### config.mk
export PLATFORM = sky130hd
export DESIGN_NAME = image_pixel_packer
export DESIGN_NICKNAME = d
export VERILOG_FILES = /design/src/rtl/image_pkg.sv /design/src/rtl/sync_fifo.sv /design/src/rtl/image_pixel_packer.sv
export SDC_FILE = /design/constraint.sdc
export NUM_CORES = 1
export LEC_CHECK = 0
export ABC_CLOCK_PERIOD_IN_PS = 24800
export BUFFER_PORTS_ARGS = -buffer_cell sky130_fd_sc_hd__buf_2
export CELL_PAD_IN_SITES_DETAIL_PLACEMENT = 2
export CELL_PAD_IN_SITES_GLOBAL_PLACEMENT = 2
export CORE_MARGIN = 5
export CORE_UTILIZATION = 40
export CTS_CLUSTER_SIZE = 10
export DETAILED_ROUTE_END_ITERATION = 10
export HOLD_SLACK_MARGIN = 0.06
export PLACE_DENSITY_LB_ADDON = 0.1
export SLEW_MARGIN = 20
export SYNTH_ARGS = -nofsm -noshare
export SYNTH_HDL_FRONTEND = slang
export SYNTH_HIERARCHICAL = 1
export SYNTH_SLANG_ARGS = --single-unit
### constraint.sdc
create_clock -name axi_aclk -period 24.8 [get_ports axi_aclk]
set_input_delay 0 -clock axi_aclk [delete_from_list [all_inputs] [get_ports axi_aclk]]
set_output_delay 0 -clock axi_aclk [all_outputs]
set_load 0.02 [all_outputs]
### src/rtl/image_pkg.sv
// ---------------------------------------------------------------------------
// image_pkg
// Shared definitions for the image streaming stages: pixel/word widths and
// the AXI4-Stream word carried through the packer's output FIFO.
//   PIX_W, LANES, WORD_W : pixel width, pixels per word, word width
//   axis_word_t          : {last, keep, data} as stored in the FIFO
//   keep_mask()          : byte enables for a word whose final lane is given
// ---------------------------------------------------------------------------
package image_pkg;

    localparam int PIX_W  = 8;
    localparam int LANES  = 4;
    localparam int WORD_W = 32;

    typedef struct packed {
        logic                last;
        logic [LANES-1:0]    keep;
        logic [WORD_W-1:0]   data;
    } axis_word_t;

    // Lanes 0..last_lane are populated; everything above is padding.
    function automatic logic [LANES-1:0] keep_mask(input logic [1:0] last_lane);
        logic [LANES-1:0] mask;
        case (last_lane)
            2'd0:    mask = 4'b0001;
            2'd1:    mask = 4'b0011;
            2'd2:    mask = 4'b0111;
            default: mask = 4'b1111;
        endcase
        return mask;
    endfunction

endpackage

### src/rtl/sync_fifo.sv
// ---------------------------------------------------------------------------
// sync_fifo
// Single-clock first-word-fall-through FIFO, reusable by streaming stages.
//   axi_aclk  : clock (rising edge)
//   axi_reset : synchronous active-high reset, discards all contents
//   wr_en     : push wr_data (ignored when full unless popping that cycle)
//   wr_data   : WIDTH-bit entry
//   rd_en     : pop the head entry (ignored when empty)
//   rd_data   : head entry, valid whenever !empty; reads 0 when empty
//   count     : current number of entries (0..DEPTH)
//   full      : count == DEPTH
//   empty     : count == 0
// DEPTH must be a power of two so the pointers wrap naturally.
// ---------------------------------------------------------------------------
module sync_fifo #(
    parameter int WIDTH = 37,
    parameter int DEPTH = 16
) (
    input  logic                       axi_aclk,
    input  logic                       axi_reset,
    input  logic                       wr_en,
    input  logic [WIDTH-1:0]           wr_data,
    input  logic                       rd_en,
    output logic [WIDTH-1:0]           rd_data,
    output logic [$clog2(DEPTH+1)-1:0] count,
    output logic                       full,
    output logic                       empty
);

    localparam int AW = $clog2(DEPTH);
    localparam int CW = $clog2(DEPTH+1);

    logic [WIDTH-1:0] mem [DEPTH];
    logic [AW-1:0]    wr_ptr;
    logic [AW-1:0]    rd_ptr;
    logic [CW-1:0]    cnt;
    logic             do_rd;
    logic             do_wr;

    // A pop frees the head slot in the same cycle, so a push is still legal
    // when full as long as a pop accompanies it.
    assign do_rd = rd_en & ~empty;
    assign do_wr = wr_en & (~full | do_rd);

    // Pointer and occupancy bookkeeping.
    always_ff @(posedge axi_aclk) begin
        if (axi_reset) begin
            wr_ptr <= '0;
            rd_ptr <= '0;
            cnt    <= '0;
        end else begin
            if (do_wr) begin
                wr_ptr <= wr_ptr + AW'(1);
            end
            if (do_rd) begin
                rd_ptr <= rd_ptr + AW'(1);
            end
            cnt <= cnt + CW'(do_wr) - CW'(do_rd);
        end
    end

    // Storage needs no reset; stale entries are hidden by the empty gate.
    always_ff @(posedge axi_aclk) begin
        if (do_wr) begin
            mem[wr_ptr] <= wr_data;
        end
    end

    assign empty   = (cnt == '0);
    assign full    = (cnt == CW'(DEPTH));
    assign count   = cnt;
    assign rd_data = empty ? '0 : mem[rd_ptr];

endmodule

### src/rtl/image_pixel_packer.sv
// ---------------------------------------------------------------------------
// image_pixel_packer
// Packs the 8-bit pixel stream from the resize stage into 32-bit AXI4-Stream
// words (first pixel in [7:0]), marks the final word of each frame with tlast
// and buffers words in a FIFO so the DMA sink can apply backpressure.
//   axi_aclk, axi_reset : clock, synchronous active-high reset
//   i_out_width/depth   : frame geometry, latched at each frame start (0 = 2^32)
//   i_pixel_data/valid  : pixel input; valid does not wait for ready
//   o_pixel_ready       : pixel will be accepted this cycle
//   o_axis_*            : AXI4-Stream master (tdata, tkeep, tlast, tvalid)
//   i_axis_tready       : sink ready
//   o_overflow          : sticky, a pixel arrived while not ready
//   o_frame_done        : pulse in the cycle the tlast word is pushed
// ---------------------------------------------------------------------------
module image_pixel_packer
    import image_pkg::*;
#(
    parameter int FIFO_DEPTH = 16
) (
    input  logic                axi_aclk,
    input  logic                axi_reset,
    input  logic [31:0]         i_out_width,
    input  logic [31:0]         i_out_depth,
    input  logic [PIX_W-1:0]    i_pixel_data,
    input  logic                i_pixel_valid,
    output logic                o_pixel_ready,
    output logic [WORD_W-1:0]   o_axis_tdata,
    output logic [LANES-1:0]    o_axis_tkeep,
    output logic                o_axis_tlast,
    output logic                o_axis_tvalid,
    input  logic                i_axis_tready,
    output logic                o_overflow,
    output logic                o_frame_done
);

    localparam int CW = $clog2(FIFO_DEPTH+1);

    logic [1:0]        lane_idx;
    logic [31:0]       col;
    logic [31:0]       row;
    logic [31:0]       width_q;
    logic [31:0]       depth_q;
    logic [23:0]       asm_q;
    logic              overflow_q;
    logic              ready_q;

    logic              accept;
    logic              frame_start;
    logic [31:0]       eff_width;
    logic [31:0]       eff_depth;
    logic              col_end;
    logic              row_end;
    logic              last_pix;
    logic              push;
    logic              pop;
    logic              push_en;
    logic [WORD_W-1:0] word_data;
    axis_word_t        push_word;
    axis_word_t        fifo_out;
    logic [CW-1:0]     fifo_count;
    logic [CW-1:0]     count_next;
    logic              fifo_full;
    logic              fifo_empty;

    assign o_pixel_ready = ready_q & ~axi_reset;
    assign accept        = i_pixel_valid & o_pixel_ready;
    assign frame_start   = (col == '0) && (row == '0) && (lane_idx == 2'd0);

    // The first pixel of a frame must already see the new geometry, so the
    // live inputs are used on that pixel and the shadows afterwards.
    assign eff_width = frame_start ? i_out_width : width_q;
    assign eff_depth = frame_start ? i_out_depth : depth_q;

    // Width/depth of 0 wrap to all-ones here, giving 2^32 naturally.
    assign col_end  = (col == eff_width - 32'd1);
    assign row_end  = (row == eff_depth - 32'd1);
    assign last_pix = col_end & row_end;

    assign push    = accept & ((lane_idx == 2'd3) | last_pix);
    assign pop     = o_axis_tvalid & i_axis_tready;
    assign push_en = push & (~fifo_full | pop);

    // Merge the incoming pixel into its lane. Lanes above lane_idx are still
    // zero because the assembly register clears after every push.
    always_comb begin
        word_data = {8'h00, asm_q};
        case (lane_idx)
            2'd0:    word_data[7:0]   = i_pixel_data;
            2'd1:    word_data[15:8]  = i_pixel_data;
            2'd2:    word_data[23:16] = i_pixel_data;
            default: word_data[31:24] = i_pixel_data;
        endcase
        push_word      = '0;
        push_word.data = word_data;
        push_word.keep = keep_mask(lane_idx);
        push_word.last = last_pix;
    end

    assign count_next = fifo_count + CW'(push_en) - CW'(pop);

    // Lane and frame counters, geometry shadows, ready and overflow flags.
    // Ready looks at the occupancy after this cycle's push/pop and keeps one
    // spare slot to cover its own register latency.
    always_ff @(posedge axi_aclk) begin
        if (axi_reset) begin
            lane_idx   <= 2'd0;
            col        <= '0;
            row        <= '0;
            width_q    <= '0;
            depth_q    <= '0;
            asm_q      <= '0;
            overflow_q <= 1'b0;
            ready_q    <= 1'b1;
        end else begin
            ready_q <= (count_next <= CW'(FIFO_DEPTH - 2));
            if (i_pixel_valid && !o_pixel_ready) begin
                overflow_q <= 1'b1;
            end
            if (accept) begin
                if (frame_start) begin
                    width_q <= i_out_width;
                    depth_q <= i_out_depth;
                end
                if (last_pix) begin
                    lane_idx <= 2'd0;
                    col      <= '0;
                    row      <= '0;
                    asm_q    <= '0;
                end else begin
                    lane_idx <= lane_idx + 2'd1;
                    asm_q    <= (lane_idx == 2'd3) ? 24'h0 : word_data[23:0];
                    if (col_end) begin
                        col <= '0;
                        row <= row + 32'd1;
                    end else begin
                        col <= col + 32'd1;
                    end
                end
            end
        end
    end

    sync_fifo #(
        .WIDTH ($bits(axis_word_t)),
        .DEPTH (FIFO_DEPTH)
    ) u_fifo (
        .axi_aclk  (axi_aclk),
        .axi_reset (axi_reset),
        .wr_en     (push_en),
        .wr_data   (push_word),
        .rd_en     (pop),
        .rd_data   (fifo_out),
        .count     (fifo_count),
        .full      (fifo_full),
        .empty     (fifo_empty)
    );

    assign o_axis_tvalid = ~fifo_empty;
    assign o_axis_tdata  = fifo_out.data;
    assign o_axis_tkeep  = fifo_out.keep;
    assign o_axis_tlast  = fifo_out.last;
    assign o_overflow    = overflow_q;
    assign o_frame_done  = push & last_pix;

endmodule

== After elaboration in Yosys (flattened, before gate mapping) ==
Memories as Yosys holds them, arrays and structs flattened. A register that Yosys moved wholly into a read port is not among the register bits.
Index checks and enable logic that the tools add are counted.
Word-level totals
  memory bits (writable): 592
  register bits: 169
  memories: 1
  output and inout port bits: 41
  logic and storage cells: 75
  bits of input ports: 76
Cells by class
  order comparisons: 1
  mux-type cells: 19
  bitwise operators: 15
  add/subtract/negate cells: 11
  reduce and logical (&&, ||, !) cells: 11
  eq/ne operators: 6
Memories
  u_fifo.mem: depth 16, bits a word 37, read ports 1, clocked after Yosys merged registers in 1, write ports 1, line sync_fifo.sv:33  | logic [WIDTH-1:0] mem [DEPTH];
Operators with widths (number)
  32-bit 2-to-1 mux: 6
  32-bit by 1-bit adder with 32-bit output (second input constant): 2
  32-bit == test: 2
  32-bit logical NOT: 2
  32-bit by 1-bit subtractor with 32-bit output (second input constant): 2
  24-bit 2-to-1 mux: 2
  37-bit 2-to-1 mux: 1
  8-bit 2-to-1 mux: 4
  4-bit case mux with 3 select lines: 1
  5-bit by 1-bit adder with 5-bit output: 2
  5-bit by 1-bit subtractor with 5-bit output: 2
  1-bit AND: 9
  4-bit by 1-bit adder with 4-bit output (second input constant): 2
  4-bit 2-to-1 mux: 2
  5-bit == test (second input constant): 1
  5-bit by 4-bit less-or-equal comparator with 1-bit output (second input constant): 1
  5-bit logical NOT: 1
  2-bit == test (second input constant): 2
  1-bit logical AND: 3
  1-bit NOT: 3
  1-bit OR: 3
  3-bit OR reduction: 1
  2-bit by 1-bit adder with 2-bit output (second input constant): 1
  2-bit by 1-bit == test with 1-bit output (second input constant): 1
  other kinds (6): 7

== Longest topological paths before layout ==
  depth after elaboration: 13
  gate-level depth with buffers: 35
  mapped depth without buffers: 28

== By module ==
The synthesis kept the hierarchy.
By module, submodules not included
  sync_fifo: sequential area each 18117.4 µm², instances 1, cells each 1016, area each 23277.3 µm²
  image_pixel_packer: sequential area each 3123.0 µm², instances 1, cells each 1430, area each 11541.1 µm²

== Least setup slack after synthesis ==
Ideal clock, no wire load.
  path kind: flip-flop to flip-flop
  start point: register lane_idx[0]
  end point: memory u_fifo.mem[0][0] (enable)
  setup slack: 15.362 ns
  arrival: 8.961 ns
  setup time: 0.477 ns
  cell stages (with the launch flop): 28
  clock period less this slack: 9.438 ns
  data required time: 24.323 ns
  path buffers: 6
  cell sequence: dfxtp_1 > inv_1 > ha_1 > buf_2 > nor4bb_1 > and4_1 > and4_1 > buf_4 > buf_4 > buf_2 > buf_2 > buf_2 > mux2i_1 > ha_1 > or3b_2 > or4_1 > nor4_1 > xor2_1 > mux2i_1 > xnor2_1 > or4b_4 > a21oi_1 > nand4_1 > nor2_2 > o221a_2 > o21a_1 > nand2_1 > nor3_1
Between the ends
  cells in the longest elaborated chain, start to end: 12
  elaborated cells on any way between the ends: 16
  those cells by class: 2 x add/sub; 3 x eq/ne; 4 x mux; 5 x bitwise; 2 x reduce/logical
RTL lines
  start, declared: line image_pixel_packer.sv:38  | logic [1:0] lane_idx;
  start signal, assigned: line image_pixel_packer.sv:130  | lane_idx <= lane_idx + 2'd1;
  2-bit logical NOT: line image_pixel_packer.sv:67  | assign frame_start = (col == '0) && (row == '0) && (lane_idx == 2'd0);
  1-bit logical AND: line image_pixel_packer.sv:67
  32-bit 2-to-1 mux
  32-bit by 1-bit subtractor with 32-bit output, on equally long branches: line image_pixel_packer.sv:75, image_pixel_packer.sv:76
  32-bit == test, on equally long branches: line image_pixel_packer.sv:75, image_pixel_packer.sv:76
  1-bit AND: line image_pixel_packer.sv:77  | assign last_pix = col_end & row_end;
  1-bit OR *: line image_pixel_packer.sv:79  | assign push = accept & ((lane_idx == 2'd3) | last_pix);
  1-bit AND *: line image_pixel_packer.sv:79
  1-bit AND *: line image_pixel_packer.sv:81  | assign push_en = push & (~fifo_full | pop);
  named net push_en: line image_pixel_packer.sv:56  | logic push_en;
  1-bit AND *: line sync_fifo.sv:43  | assign do_wr = wr_en & (~full | do_rd);
  1-bit 2-to-1 mux *: line sync_fifo.sv:64  | if (do_wr) begin
  1-bit 2-to-1 mux (implied by the code) *: line sync_fifo.sv:65  | mem[wr_ptr] <= wr_data;
  end, declared: line sync_fifo.sv:33
The timed path passes the listed nets; every way through them passes the cells marked *.

== Final worst setup path ==
  start point: register lane_idx[0]
  end point: memory u_fifo.mem[12][8] (enable)
Same word-level chain as after synthesis.

==> impl_metrics.json <==
{
  "multi_input_area_um2": 12860,
  "critical_path_required_ns": 25.09,
  "grt_pass1_vias": 25550,
  "routed-wl-met2_mm": 59.54,
  "clk_pin_slew_ns": 0.05,
  "die_y_um": 305.0,
  "fin_util_pct": 46.21,
  "dr_total_vias": 22710,
  "grt_pass1_wl_mm": 169.6,
  "synth_async_sr_flop_share_pct": 0,
  "relSlewSlack_pct": 28.92,
  "drcViolationCount": 0,
  "cp_max_fo": 42,
  "io_buffer_count": 116,
  "ys_seq_area_share_pct": 61.00,
  "fin_crit_ns": 9.668,
  "antenna_found_initial": 2,
  "finalCritPeriodShare_pct": 38.98,
  "place_area_um2": 36590,
  "drtIter0Drc": 1470,
  "io_pins": 117,
  "root_buffer": "clkbuf_16",
  "cap_violations": 0,
  "criticalPathCategory": "reg2reg",
  "area_growth_pct": 14.95,
  "syn-cell-area_um2": 34820,
  "syn_area_per_cell_um2": 14.23,
  "wl_per_cell_um": 29.25,
  "grt_max_degree": 62,
  "num_rows": 108,
  "clk-insertion-delay-late_ns": 0.67,
  "gp_congestion": 0.8412,
  "postRouteAntennaNets": 0,
  "ys_ff_latch": 765,
  "worst_slew_pin_slew_ns": 1.066,
  "cp.arrival_ns": 9.96,
  "viasPerCell": 5.917,
  "nets": 2730,
  "cts_max_level": 3,
  "start_util_pct": 40.20,
  "ir_worst_vdd_v": 0.00004787,
  "wl_met1_mm": 46.14,
  "drt-pass1-iter-count": 5,
  "slew_viol_final": 0,
  "cp-start-kind": "register",
  "cts_buffers": 91,
  "gr-total-overflow": 0,
  "ctsResizeCount": 0,
  "post-dp-hpwl_mm": 73.13,
  "synthesis.instances": 2446,
  "yosysWarnings": 6,
  "highest_layer": "met4",
  "die_area_um2": 93050,
  "rsz0062_at_grt": "false",
  "design.core.area_um2": 86620,
  "finClkSkew_ns": 0.02746,
  "cts_tree": "yes",
  "setup_tns_ns": 0,
  "wirelength_mm": 112.3,
  "grtUsageTotal_pct": 23.77,
  "synth_cell_types": 81,
  "finalInstanceArea_um2": 40020,
  "clock-sinks": 765,
  "p_per_area_nw_per_um2": 91.60,
  "cts.path.max_buffers": 3,
  "met3_length_mm": 3.801,
  "status": "completed",
  "setup_viol": 0,
  "max_freq_mhz": 103.4,
  "synth_edf_count": 592,
  "cp-end-kind": "register",
  "synth_ff_type": "edfxtp_1",
  "layout-drive-gt1-share_pct": 18.94,
  "regArea_um2": 21250,
  "hp-class": "in2reg",
  "hold_viol": 0,
  "fillCellCount": 8347,
  "leakage_nw": 12.98,
  "die_x_um": 305.0
}
==> worst max-delay path, cell delays in order, from the launching register on <==
cell,delay [ns]
dfxtp_1,0.35
inv_1,0.13
ha_1,0.65
nor4bb_1,0.30
and4_1,0.25
and4_4,0.63
mux2i_1,0.32
ha_1,0.36
or3b_2,0.51
or4_1,0.62
nor4_1,0.61
nand2_1,0.16
a22oi_1,0.25
xnor2_1,0.20
nand3_1,0.20
nor4_1,0.41
nand4_1,0.47
nor2_2,0.20
buf_4,0.39
o221a_2,0.33
o21a_1,0.29
nand2_1,0.31
nor2_4,0.76
buf_4,0.55
==> final timing paths <==
check	start	end	slack, ns	cells past startpoint
min reg2reg	depth_q[31]	depth_q[31]	0.47	2
min	i_pixel_data[3]	u_fifo/mem[8][11]	0.10	2
max	lane_idx[0]	u_fifo/mem[12][8]	15.13	23
max reg2reg	lane_idx[0]	u_fifo/mem[12][8]	15.13	23
==> kinds of logic (layout without fill, tap and decap cells) <==
family                     count (synthesis)  in the layout  synth area share [%]
DFF                                      765            765                 61.00
and+or+nand+nor                          710            710                 11.40
AOI/OAI and AO/OA                        312            312                 6.450
muxes                                    299            299                 14.09
buffers and inverters                    200            421                 2.677
xor gates and xnor gates                 129            129                 3.245
adders and majority gates                 30             30                 1.121
other                                      1             17               0.01077
==> sequential cells by signal, indices dropped and copies added, names as in the netlist, 2 cells and up, named ones only <==
signal	count
width_q	32
lane_idx	2
u_fifo/mem	592
u_fifo/wr_ptr	4
u_fifo/rd_ptr	4
depth_q	32
col	32
asm_q	24
row	32
u_fifo/count	5
==> report_power, final <==
| group | internal [W] | switching [W] | total (W) | leakage [nW] |
|---|---|---|---|---|
| registers | 0.00142 | 0.0000531 | 0.00148 | 6.60 |
| logic | 0.000378 | 0.000565 | 0.000943 | 5.07 |
| clock network | 0.000712 | 0.000534 | 0.00125 | 1.31 |
==> layer usage <==
layer | vias up | GRT usage (%)
li1 | 9962 | -
met1 | 12130 | 29.92
met2 | 453 | 43.50
met3 | 161 | 2.930
met4 | 0 | 6.205
met5 | - | 0
==> layout make-up <==
class                   count  area share (%)
flip-flops and latches    765           53.10
multi-input cells        1496           32.13
clock buffers             139           6.318
repair buffers            224           3.914
well taps                1155           3.611
clock inverters            12          0.4877
inverters                  46          0.4314
diodes                      1        0.006253
==> cells in the final DEF (no fill, tap or decap), types with 41 or more instances in the layout <==
cell | Yosys | final
mux2i_1 | 110 | 110
a22o_1 | 48 | 48
clkbuf_16 | 0 | 92
clkbuf_1 | 79 | 42
a21oi_1 | 56 | 56
o21ai_0 | 63 | 63
xnor2_1 | 77 | 77
xor2_1 | 52 | 52
nand2_1 | 93 | 93
or4_1 | 41 | 41
edfxtp_1 | 592 | 592
nor2_1 | 126 | 112
dfxtp_1 | 173 | 169
inv_1 | 46 | 45
nand3_1 | 76 | 76
nor4_1 | 56 | 56
mux4_2 | 149 | 149
nor3_1 | 89 | 85
dlygate4sd3_1 | 0 | 70
buf_2 | 51 | 116
==> metrics by stage <==
step	cells	worst slack [ns]	hold slack [ns]	power [W]
final	3838	15.13	0.1042	0.003666
after global routing	3837	14.63	0.1033	0.003836
after CTS	3837	15.09	0.06417	0.003718
after detailed placement	3616	15.08	0.2266	0.002448
after global placement	3616	15.54	0.2148	0.002422
after floorplan	2461	15.36	0.06907	0.002149
==> synth_stat cells, types with 6 or more instances <==
library cell | count | area, µm²
edfxtp_1 | 592 | 17780
dfxtp_1 | 173 | 3463
mux4_2 | 149 | 3356
nor2_1 | 126 | 473.0
mux2i_1 | 110 | 1101
nand2_1 | 93 | 349.1
nor3_1 | 89 | 445.4
clkbuf_1 | 79 | 296.5
xnor2_1 | 77 | 674.4
nand3_1 | 76 | 380.4
o21ai_0 | 63 | 315.3
a21oi_1 | 56 | 280.3
nor4_1 | 56 | 350.3
xor2_1 | 52 | 455.4
buf_2 | 51 | 255.2
a22o_1 | 48 | 420.4
inv_1 | 46 | 172.7
or4_1 | 41 | 307.8
mux2_2 | 40 | 450.4
or3_1 | 38 | 237.7
a221o_1 | 37 | 370.4
nand2b_1 | 29 | 181.4
ha_1 | 28 | 350.3
nand4_1 | 28 | 175.2
and3_1 | 25 | 156.4
o31ai_1 | 24 | 180.2
nor2b_1 | 18 | 112.6
and2_1 | 16 | 100.1
nand3b_1 | 15 | 112.6
buf_6 | 13 | 146.4
o41ai_1 | 11 | 96.34
or2_2 | 10 | 62.56
and4_1 | 9 | 78.83
o211ai_1 | 8 | 60.06
a31oi_1 | 7 | 43.79
nor3b_1 | 7 | 52.55
nor4b_1 | 7 | 61.31
a211oi_1 | 6 | 45.04
o311ai_0 | 6 | 52.55
==> what timing repair did <==
action,in CTS,in global routing
hold endpoints to repair,104,0
buffers inserted,0,0
hold buffers,70,0
Power figures use the tool's default switching activity.
